--- config.mk ---
export PLATFORM = sky130hd
export DESIGN_NAME = fifo_rd_ptr_empty
export DESIGN_NICKNAME = d
export VERILOG_FILES = /design/src/rtl/fifo_rd_ptr_empty.sv
export SDC_FILE = /design/constraint.sdc
export NUM_CORES = 1
export LEC_CHECK = 0
export ABC_CLOCK_PERIOD_IN_PS = 3150
export BUFFER_PORTS_ARGS = -buffer_cell sky130_fd_sc_hd__buf_2
export CAP_MARGIN = 25
export CORE_AREA = 2 2 49 51
export CTS_CLUSTER_DIAMETER = 120
export DETAILED_ROUTE_END_ITERATION = 12
export DIE_AREA = 0 0 51 53
export HOLD_SLACK_MARGIN = 0.15
export PLACE_DENSITY = 0.74
export SLEW_MARGIN = 0
export SYNTH_ARGS = -nofsm -noshare
export SYNTH_HDL_FRONTEND = slang
export SYNTH_SLANG_ARGS = --single-unit
--- constraint.sdc ---
create_clock -name clk -period 3.15 [get_ports clk]
set_input_delay 0 -clock clk [delete_from_list [all_inputs] [get_ports clk]]
set_output_delay 0 -clock clk [all_outputs]
set_load 0.005 [all_outputs]
--- src/rtl/fifo_rd_ptr_empty.sv ---
// Read-side pointer and empty-flag controller for a dual-clock FIFO.
// Lives entirely in the read clock domain. It takes the already
// synchronized Gray write pointer and produces:
//   - the binary RAM read address
//   - the Gray read pointer that is sent to the write domain
//   - registered empty, almost-empty, fill level, read-valid and
//     sticky underflow status
// All flags are computed from next-state values, so a read that drains
// the last entry raises rd_empty on the same edge that moves the pointer.
module fifo_rd_ptr_empty #(
    parameter int ADDR_SIZE = 4,
    parameter int AE_THRESH = 2
) (
    input  logic                 clk,
    input  logic                 rst_n,
    input  logic                 rd_en,
    input  logic [ADDR_SIZE:0]   wq2_ptr,
    output logic [ADDR_SIZE:0]   rd_ptr,
    output logic [ADDR_SIZE-1:0] rd_addr,
    output logic                 rd_empty,
    output logic                 rd_almost_empty,
    output logic [ADDR_SIZE:0]   rd_level,
    output logic                 rd_valid,
    output logic                 rd_underflow
);

    localparam int            PW       = ADDR_SIZE + 1;
    localparam logic [PW-1:0] AE_LIMIT = PW'(AE_THRESH);

    logic [PW-1:0] rbin;
    logic [PW-1:0] rbin_next;
    logic [PW-1:0] rgray_next;
    logic [PW-1:0] wbin;
    logic [PW-1:0] level_next;
    logic          rd_fire;

    // A read is only accepted when the FIFO is not empty; otherwise the
    // pointer stays put and the attempt is recorded as an underflow.
    assign rd_fire    = rd_en & ~rd_empty;
    assign rbin_next  = rbin + {{ADDR_SIZE{1'b0}}, rd_fire};
    assign rgray_next = (rbin_next >> 1) ^ rbin_next;
    assign level_next = wbin - rbin_next;
    assign rd_addr    = rbin[ADDR_SIZE-1:0];

    // Gray-to-binary of the synchronized write pointer: each binary bit is
    // the XOR of all Gray bits from the MSB down to that position.
    always_comb begin
        // NOTE: give every bit a default first so no path leaves wbin
        // unassigned; an incomplete combinational assignment infers a latch.
        wbin = '0;
        for (int i = 0; i < PW; i++) begin
            wbin[i] = ^(wq2_ptr >> i);
        end
    end

    // Pointer and status registers; synchronous reset discards all state.
    always_ff @(posedge clk) begin
        // NOTE: sequential state uses non-blocking assignments so every
        // register samples the pre-edge values of the others.
        if (!rst_n) begin
            rbin            <= '0;
            rd_ptr          <= '0;
            rd_empty        <= 1'b1;
            rd_almost_empty <= 1'b1;
            rd_level        <= '0;
            rd_valid        <= 1'b0;
            rd_underflow    <= 1'b0;
        end else begin
            rbin            <= rbin_next;
            rd_ptr          <= rgray_next;
            rd_empty        <= (rgray_next == wq2_ptr);
            rd_almost_empty <= (level_next <= AE_LIMIT);
            rd_level        <= level_next;
            rd_valid        <= rd_fire;
            rd_underflow    <= rd_underflow | (rd_en & rd_empty);
        end
    end

endmodule

==> metrics.yaml, run 1 <==
status:
  outcome: "completed"
routing:
  drcViolationCount: 0
  via_per_inst: 5.03
  drtPass1Iterations: 3
  ant_nets: 0
  wl_per_cell_um: 12.2
  vias: 825
  postRouteWirelength_um: 1990
  drt_iter0_drc: 3
cells_and_area:
  nets: 150
  diodes: 0
  final_cells: 164
  drive_above_1_share_pct: 27.9
  final_util_pct: 60.2
  area_growth_pct: 20.5
timing:
  tns_ns: 0
  fin_crit_ns: 2.73
  hold_violations: 0
  worst_pin_slew_ns: 0.661
  slew_headroom_pct: 55.6
  hold_ws_ns: 0.155
  clock_skew_ns: 0.00686
  setup_viol: 0
  rsz0062_at_grt: "no"
  drv_slew: 0
  max_clock_freq_mhz: 366
  fin_crit_sh_pct: 86.8
global_route:
  grt_pass1_wl_um: 3260
  overflow: 0
  grt_usage_pct: 16.5
  grt_pass1_vias: 740
  antenna_found_initial: 0
  grt_max_degree: 19
yosys:
  ys_warn_count: 0
  synth_compound_area_share_pct: 19.7
  synth-seq-area-share_pct: 33.6
  synthDistinctLibCells: 37
  synth-simple-area-share_pct: 14.7
  avgSynthCellArea_um2: 10.1
  netlist_instances: 106
  synth_mux_area_share_pct: 1.98
  synthArstFlopShare_pct: 0
  synth_top_area_share_pct: 33.6
  synth_fa_ha_area_share_pct: 5.83
  ys_ff_latch: 18
  synth_nets: 119
  synth_xor_xnor_area_share_pct: 20.6
  syn_area_um2: 1070
  ys_top_cells_by_area: "dfxtp_1 (34%), xnor2_1 (12%), and2_1 (7.0%)"
  synth_top_cell_by_area: "dfxtp_1"
  synth_top_family_by_area: "XOR/XNOR gates"
  ys.flop_type: "dfxtp_1"
  synth_common_cells: "dfxtp_1 (18), xnor2_1 (15), and2_1 (12), ha_1 (5)"
  post-synth-top-count-cell: "dfxtp_1"
  synth_edf_count: 0
run:
  max_cap_viol_count: 0
cts:
  path_clk_slew_ns: 0.10
  cts_resized: 0
  cts_tree: "yes"
  numCtsBuffers: 3
  clock-sinks: 18
  clock_latency_ns: 0.29
  htree_levels: 1
  root_buffer: "clkbuf_4"
  post_cts_buffers: 0
  clockBufferDepth: 2
worst_setup_path:
  cp_num_buf_inv: 2
  slowest_delay_ns: 0.53
  path_max_fanout: 5
  critPathKind: "in2reg"
  worstSetupStartpoint: "rd_en"
  cp_top_family: "compound AO/OA/AOI/OAI gates"
  crit_top_cell: "ha_1"
  crit_slowest_cell: "dlygate4sd3_1"
  worstPathCellList: "dlygate4sd3_1, buf_2, nor2b_1, ha_1, ha_1, xnor2_1, ha_1, nor2_1, a221o_1, o221a_1, a31o_4, a2111oi_4"
  critPathRequiredTime_ns: 3.35
  startpoint_type: "input pin"
  end_kind: "flip-flop"
  crit_arrival_ns: 2.93
  worstReg2RegStart: "rd_empty$_SDFF_PN1_"
die:
  die_h_um: 53
  die_w_um: 51
  initial_utilization_pct: 50.0
  core.rowCount: 17
  dieArea_um2: 2700
  coreArea_um2: 2150
  io_pins: 26
worst_hold_path:
  hold_path.startpoint: "wq2_ptr[0]"
  min_path_type: "in2reg"
pwr:
  peakVddDrop_uv: 210
  leakage_nw: 0.581
  p_per_area_nw_per_um2: 458
  total_power_mw: 0.593
place:
  place_congestion: 0.804
  placedCellCount: 156
  dp_hpwl_um: 1570
  port_buffers: 25
registers in the layout, summed over array words and instances (netlist names):
signal           count
rd_underflow         1
rd_ptr               5
rd_level             5
rd_valid             1
rd_empty             1
rd_almost_empty      1
rbin                 4
through the flow:
stage	area (µm²)	setup WS, ns
3_3_place_gp	1220	0.645
2_1_floorplan	1070	0.431
6_report	1290	0.416
4_1_cts	1290	0.421
3_5_place_dp	1220	0.519
5_1_grt	1290	0.249
power breakdown:
| part | switching, mW | internal, mW | total [mW] | leakage, nW |
|---|---|---|---|---|
| logic | 0.0986 | 0.0965 | 0.195 | 0.412 |
| registers | 0.00572 | 0.251 | 0.257 | 0.148 |
| clock network | 0.0703 | 0.0703 | 0.141 | 0.0210 |
worst paths after layout:
path                                      to  slack, ns  cells past startpoint
setup / recovery  rd_almost_empty$_SDFF_PN1_       0.42                     12
hold reg to reg          rd_valid$_SDFF_PN0_       0.62                      2
hold / removal        rd_level[0]$_SDFF_PN0_       0.15                      4
setup reg to reg  rd_almost_empty$_SDFF_PN1_       0.46                     10
cell type report:
type,count,area [µm²]
Timing Repair Buffer,30,173
Inverter,4,15.0
Fill cell,205,855
Multi-Input combinational cell,80,674
Clock buffer,4,36.3
Tap cell,28,35.0
Sequential cell,18,360
per-layer routing:
metal  track usage (%)  wire, µm
met1              21.5       936
met2              25.5       934
met3              2.54        68
met4              9.91        53
met5                 0         0
cells in the final DEF (no fill, tap or decap), drive strengths merged, types with 2 or more instances in the layout:
cell type    count
and2            12
nor2b            4
a21boi           2
a21oi            4
dlygate4sd3      4
nand3            2
a211oi           2
xnor2           16
nor3             2
o21ai            2
buf             26
nor2             4
ha               5
o211ai           2
clkbuf           4
xor2             5
dfxtp           18
inv              4
nand2            4
tightest hold or removal path, stage by stage:
cell and delay [ns]:
buf_2 0.11, xnor2_1 0.12, ha_1 0.13, nor2b_1 0.05
logic make-up (layout without fill, tap and decap cells):
family / count (synthesis) / after routing
DFF: 18 / 18
muxes: 2 / 2
adders and majority gates: 5 / 5
xor gates and xnor gates: 22 / 22
buffers and inverters: 8 / 38
AOI/OAI and AO/OA: 22 / 22
and+or+nand+nor: 29 / 29
timing repair:
item / 4_1_cts / 5_1_grt
setup endpoints to repair: 0 / 0
hold endpoints to repair: 13 / 0
hold buffers: 4 / 0
(Power assumes the default switching activity.)
==> inputs of run 2 (changes only) <==
ABC_CLOCK_PERIOD_IN_PS = 3200   (was 3150)
CORE_AREA = 2 2 48 50   (was 2 2 49 51)
DIE_AREA = 0 0 50 52   (was 0 0 51 53)
PLACE_DENSITY = 0.77   (was 0.74)
clock period = 3.2 ns   (was 3.15 ns; I/O delays follow)
==> run 2 against run 1 <==
  * Clock power hardly changed
  * Total power is 1.5% lower
  * Largest power group unchanged
  * Critical path type unchanged
  * Die area is 3.8% lower
  * Register-to-register slack worse by 0.02 ns
  * Non-clock buffer count stayed put
  * Final cell count stayed put
  * Sequential power hardly changed
  * Hold slack better by 0.0068 ns
  * Critical path depth is 1 lower
==> metrics.yaml, run 2 (synthesized netlist as in run 1, its figures left out) <==
run:
  max_cap_viol_count: 0
worst_setup_path:
  end_kind: "flip-flop"
  startpoint_type: "input pin"
  path_max_fanout: 6
  worstReg2RegStart: "rd_empty$_SDFF_PN1_"
  rrSetupSlack_ns: 0.44
  crit_arrival_ns: 3.01
  critPathKind: "in2reg"
  critPathRequiredTime_ns: 3.44
  worstSetupStartpoint: "rd_en"
routing:
  drcViolationCount: 0
  vias: 834
  ant_nets: 0
  drt_iter0_drc: 12
  via_per_inst: 5.09
  postRouteWirelength_um: 2010
  drtPass1Iterations: 4
  wl_per_cell_um: 12.2
global_route:
  grt_max_degree: 19
  grt_usage_pct: 17.6
  overflow: 0
  grt_pass1_wl_um: 3370
  grt_pass1_vias: 794
  antenna_found_initial: 0
place:
  dpl_cell_area_um2: 1220
  dp_hpwl_um: 1560
  port_buffers: 25
  place_congestion: 0.836
die:
  dieArea_um2: 2600
  die_h_um: 52
  core.rowCount: 17
  die_w_um: 50
  initial_utilization_pct: 51.0
  io_pins: 26
  coreArea_um2: 2110
cells_and_area:
  nets: 150
  drive_above_1_share_pct: 27.9
  final_util_pct: 61.4
  design_area_um2: 1290
  top_regs: "rd_level x5, rd_ptr x5, rbin x4"
  final_cell_mix: "buf_2 (25), dfxtp_1 (18), xnor2_1 (15)"
  area_growth_pct: 20.5
  fillers: 179
  seq_area_um2: 360
  diodes: 0
  final_common_cell: "buf_2"
  multi_input_area_um2: 674
pwr:
  leakage_nw: 0.581
  p_per_area_nw_per_um2: 451
  peakVddDrop_uv: 267
timing:
  tns_ns: 0
  setup_viol: 0
  fin_crit_ns: 2.77
  fin_crit_sh_pct: 86.6
  clock_skew_ns: 0.00221
  slew_headroom_pct: 56.0
  drv_slew: 0
  rsz0062_at_grt: "no"
  max_clock_freq_mhz: 361
  worst_pin_slew_ns: 0.656
  hold_violations: 0
worst_hold_path:
  min_path_type: "in2reg"
  hold_path.startpoint: "wq2_ptr[0]"
cts:
  numCtsBuffers: 3
  htree_levels: 1
  root_buffer: "clkbuf_4"
  clockBufferDepth: 2
  clock_latency_ns: 0.29
  cts_tree: "yes"
  clock-sinks: 18
  post_cts_buffers: 0
  path_clk_slew_ns: 0.10
status:
  outcome: "completed"
[run 2: critical path: stages]
cell and delay (ns):
dlygate4sd3_1 0.52, buf_2 0.11, nor2b_1 0.21, ha_1 0.22, nand3_1 0.13, xnor2_1 0.56, xnor2_1 0.17, nor3_1 0.19
a31oi_1 0.07, o31ai_1 0.23, dlygate4sd3_1 0.59
[run 2: cell type report]
cell class / instances / area share (%)
clock buffers: 4 / 2.80
multi-input cells: 80 / 52.1
repair buffers: 30 / 13.3
well taps: 28 / 2.71
flip-flops and latches: 18 / 27.9
inverters: 4 / 1.16
[run 2: power breakdown]
| group | total [mW] | internal (mW) | switching, mW |
|---|---|---|---|
| combinational | 0.193 | 0.0953 | 0.0976 |
| clock | 0.138 | 0.0693 | 0.0683 |
| sequential | 0.254 | 0.247 | 0.00609 |
[run 2: worst paths after layout]
check                      endpoint  cells after the start
min          rd_level[0]$_SDFF_PN0_                      4
max             rd_empty$_SDFF_PN1_                     11
max reg2reg     rd_empty$_SDFF_PN1_                      9
min reg2reg     rd_valid$_SDFF_PN0_                      2
[run 2: what timing repair did]
action | in CTS | in global routing
endpoints found under the setup margin | 0 | 0
endpoints found under the hold margin | 13 | 0
resized for setup | 0 | 0
hold buffers | 4 | 0
[run 2: per-layer routing]
layer  GRT usage (%)  vias to the layer above  share of wire [%]
li1                -                      424                  -
met1            22.8                      383                 47
met2            26.5                       20                 46
met3            2.01                        7                2.8
met4            13.9                        0                3.6
met5               0                        -                  0
[run 2: metrics by stage]
stage               std cells  power (mW)  hold slack [ns]  setup slack, ns
floorplan                 106       0.400            0.128            0.481
global placement          156       0.443            0.258            0.694
detailed placement        156       0.449            0.291            0.562
CTS                       164       0.592            0.155            0.492
global route              164       0.626            0.194            0.318
finish                    164       0.584            0.162            0.428
==> inputs of run 3 (changes only) <==
REMOVE_ABC_BUFFERS = 1   (was unset)
==> run 3 against run 2 <==
  * Critical path type unchanged
  * Flip-flop and latch count is the same
  * Non-clock buffer count is 1 higher
  * First-iteration DRC count shrank 17%
  * Critical path depth grew 1
  * Clock skew rose by 0.0045 ns
  * Via count increased by 1.3%
  * Core utilization increased by 0.48 points
  * Largest power group unchanged
  * Fmax is 2.6% higher
  * Largest cell class unchanged
  * Routed wire length up 1.2%
  * Register-to-register slack gained 0.12 ns
  * Sequential power about the same
  * Final cell count is 0.61% higher
==> metrics.yaml, run 3 (synthesized netlist as in run 1, its figures left out) <==
status:
  outcome: "completed"
place:
  dp_hpwl_um: 1520
  place_congestion: 0.835
  port_buffers: 25
cts:
  clock-sinks: 18
  path_clk_slew_ns: 0.09
  clockBufferDepth: 2
  cts_resized: 0
  root_buffer: "clkbuf_4"
  post_cts_buffers: 0
  clock_latency_ns: 0.29
  numCtsBuffers: 3
  cts_tree: "yes"
  htree_levels: 1
die:
  dieArea_um2: 2600
  die_h_um: 52
  coreArea_um2: 2110
  initial_utilization_pct: 51.0
  core.rowCount: 17
  die_w_um: 50
  io_pins: 26
cells_and_area:
  final_util_pct: 61.9
  multi_input_area_um2: 674
  top_regs: "rd_level x5, rd_ptr x5, rbin x4"
  nets: 151
  seq_area_um2: 360
  final_cell_mix: "buf_2 (25), dfxtp_1 (18), xnor2_1 (15)"
  drive_above_1_share_pct: 27.7
  final_common_cell: "buf_2"
  fillers: 180
  diodes: 0
  area_growth_pct: 21.4
global_route:
  overflow: 0
  grt_pass1_vias: 787
  grt_usage_pct: 17.5
  grt_pass1_wl_um: 3420
  antenna_found_initial: 0
  grt_max_degree: 19
timing:
  slew_headroom_pct: 60.4
  fin_crit_ns: 2.70
  hold_ws_ns: 0.310
  drv_slew: 0
  hold_violations: 0
  fin_crit_sh_pct: 84.4
  setup_viol: 0
  rsz0062_at_grt: "no"
  max_clock_freq_mhz: 370
  worst_pin_slew_ns: 0.590
  tns_ns: 0
  clock_skew_ns: 0.00672
pwr:
  pwr-share-comb_pct: 33.0
  pwr-share-clk_pct: 23.5
  p_sw_mw: 0.171
  p_seq_share_pct: 43.4
  p_per_area_nw_per_um2: 448
  total_power_mw: 0.584
  leakage_nw: 0.585
  p_int_mw: 0.413
  switching_share_pct: 29.3
  peakVddDrop_uv: 237
routing:
  vias: 845
  wl_per_cell_um: 12.3
  drt_iter0_drc: 10
  drcViolationCount: 0
  drtPass1Iterations: 4
  via_per_inst: 5.12
  postRouteWirelength_um: 2030
  ant_nets: 0
run:
  max_cap_viol_count: 0
worst_setup_path:
  end_kind: "flip-flop"
  worstReg2RegStart: "rd_empty$_SDFF_PN1_"
  path_max_fanout: 5
  critPathKind: "in2reg"
  startpoint_type: "input pin"
  critPathRequiredTime_ns: 3.40
  worstSetupStartpoint: "rd_en"
  crit_arrival_ns: 2.90
worst_hold_path:
  min_path_type: "in2reg"
  hold_path.startpoint: "wq2_ptr[4]"
==> run 3: cell types whose count changed in the layout (fill, tap and decap cells not counted) <==
cell | before | now
dlygate4sd3_1 | 4 | 5
==> run 3: worst paths after layout <==
kind	to	slack [ns]	depth (start not counted)
setup / recovery	rd_almost_empty$_SDFF_PN1_	0.50	12
hold / removal	rd_level[4]$_SDFF_PN0_	0.31	4
setup reg to reg	rd_empty$_SDFF_PN1_	0.56	9
hold reg to reg	rd_valid$_SDFF_PN0_	0.62	2
==> run 3: what timing repair did <==
action,in CTS,in global routing
hold endpoints to repair,13,0
hold buffers,5,0
endpoints found under the setup margin,0,0
==> run 3: area by class of cell <==
class	instances	share of cell area [%]
Clock buffer	4	2.78
Inverter	4	1.15
Tap cell	28	2.69
Sequential cell	18	27.6
Multi-Input combinational cell	80	51.7
Timing Repair Buffer	31	14.0
==> run 3: per-stage QoR <==
stage | std cells | setup slack, ns | cell area [µm²]
floorplan | 102 | 0.481 | 1050
CTS | 165 | 0.509 | 1300
finish | 165 | 0.498 | 1300
detailed placement | 156 | 0.621 | 1220
global route | 165 | 0.345 | 1300
global placement | 156 | 0.690 | 1220
==> run 3: layer usage <==
metal,global-route usage (%),vias up,part of all wire (%)
met2,29.8,19,51
met4,9.26,0,2.3
met1,21.6,396,45
met3,1.72,5,2.0
li1,-,425,-
met5,0,-,0
==> run 3: worst max-delay path, cell delays in order <==
cell and delay, ns:
dlygate4sd3_1 0.53, buf_2 0.13, nor2b_1 0.13, ha_1 0.20
ha_1 0.23, xnor2_1 0.21, ha_1 0.28, nor2_1 0.08
a221o_1 0.34, o221a_1 0.25, a31o_4 0.22, a2111oi_4 0.29
==> run 3: power groups by stage <==
| stage | Clock (mW) | Sequential, mW | Combinational [mW] |
|---|---|---|---|
| floorplan | 0 | 0.263 | 0.132 |
| global placement | 0 | 0.258 | 0.185 |
| detailed placement | 0 | 0.259 | 0.188 |
| CTS | 0.142 | 0.254 | 0.195 |
| global route | 0.157 | 0.257 | 0.215 |
| finish | 0.137 | 0.254 | 0.193 |
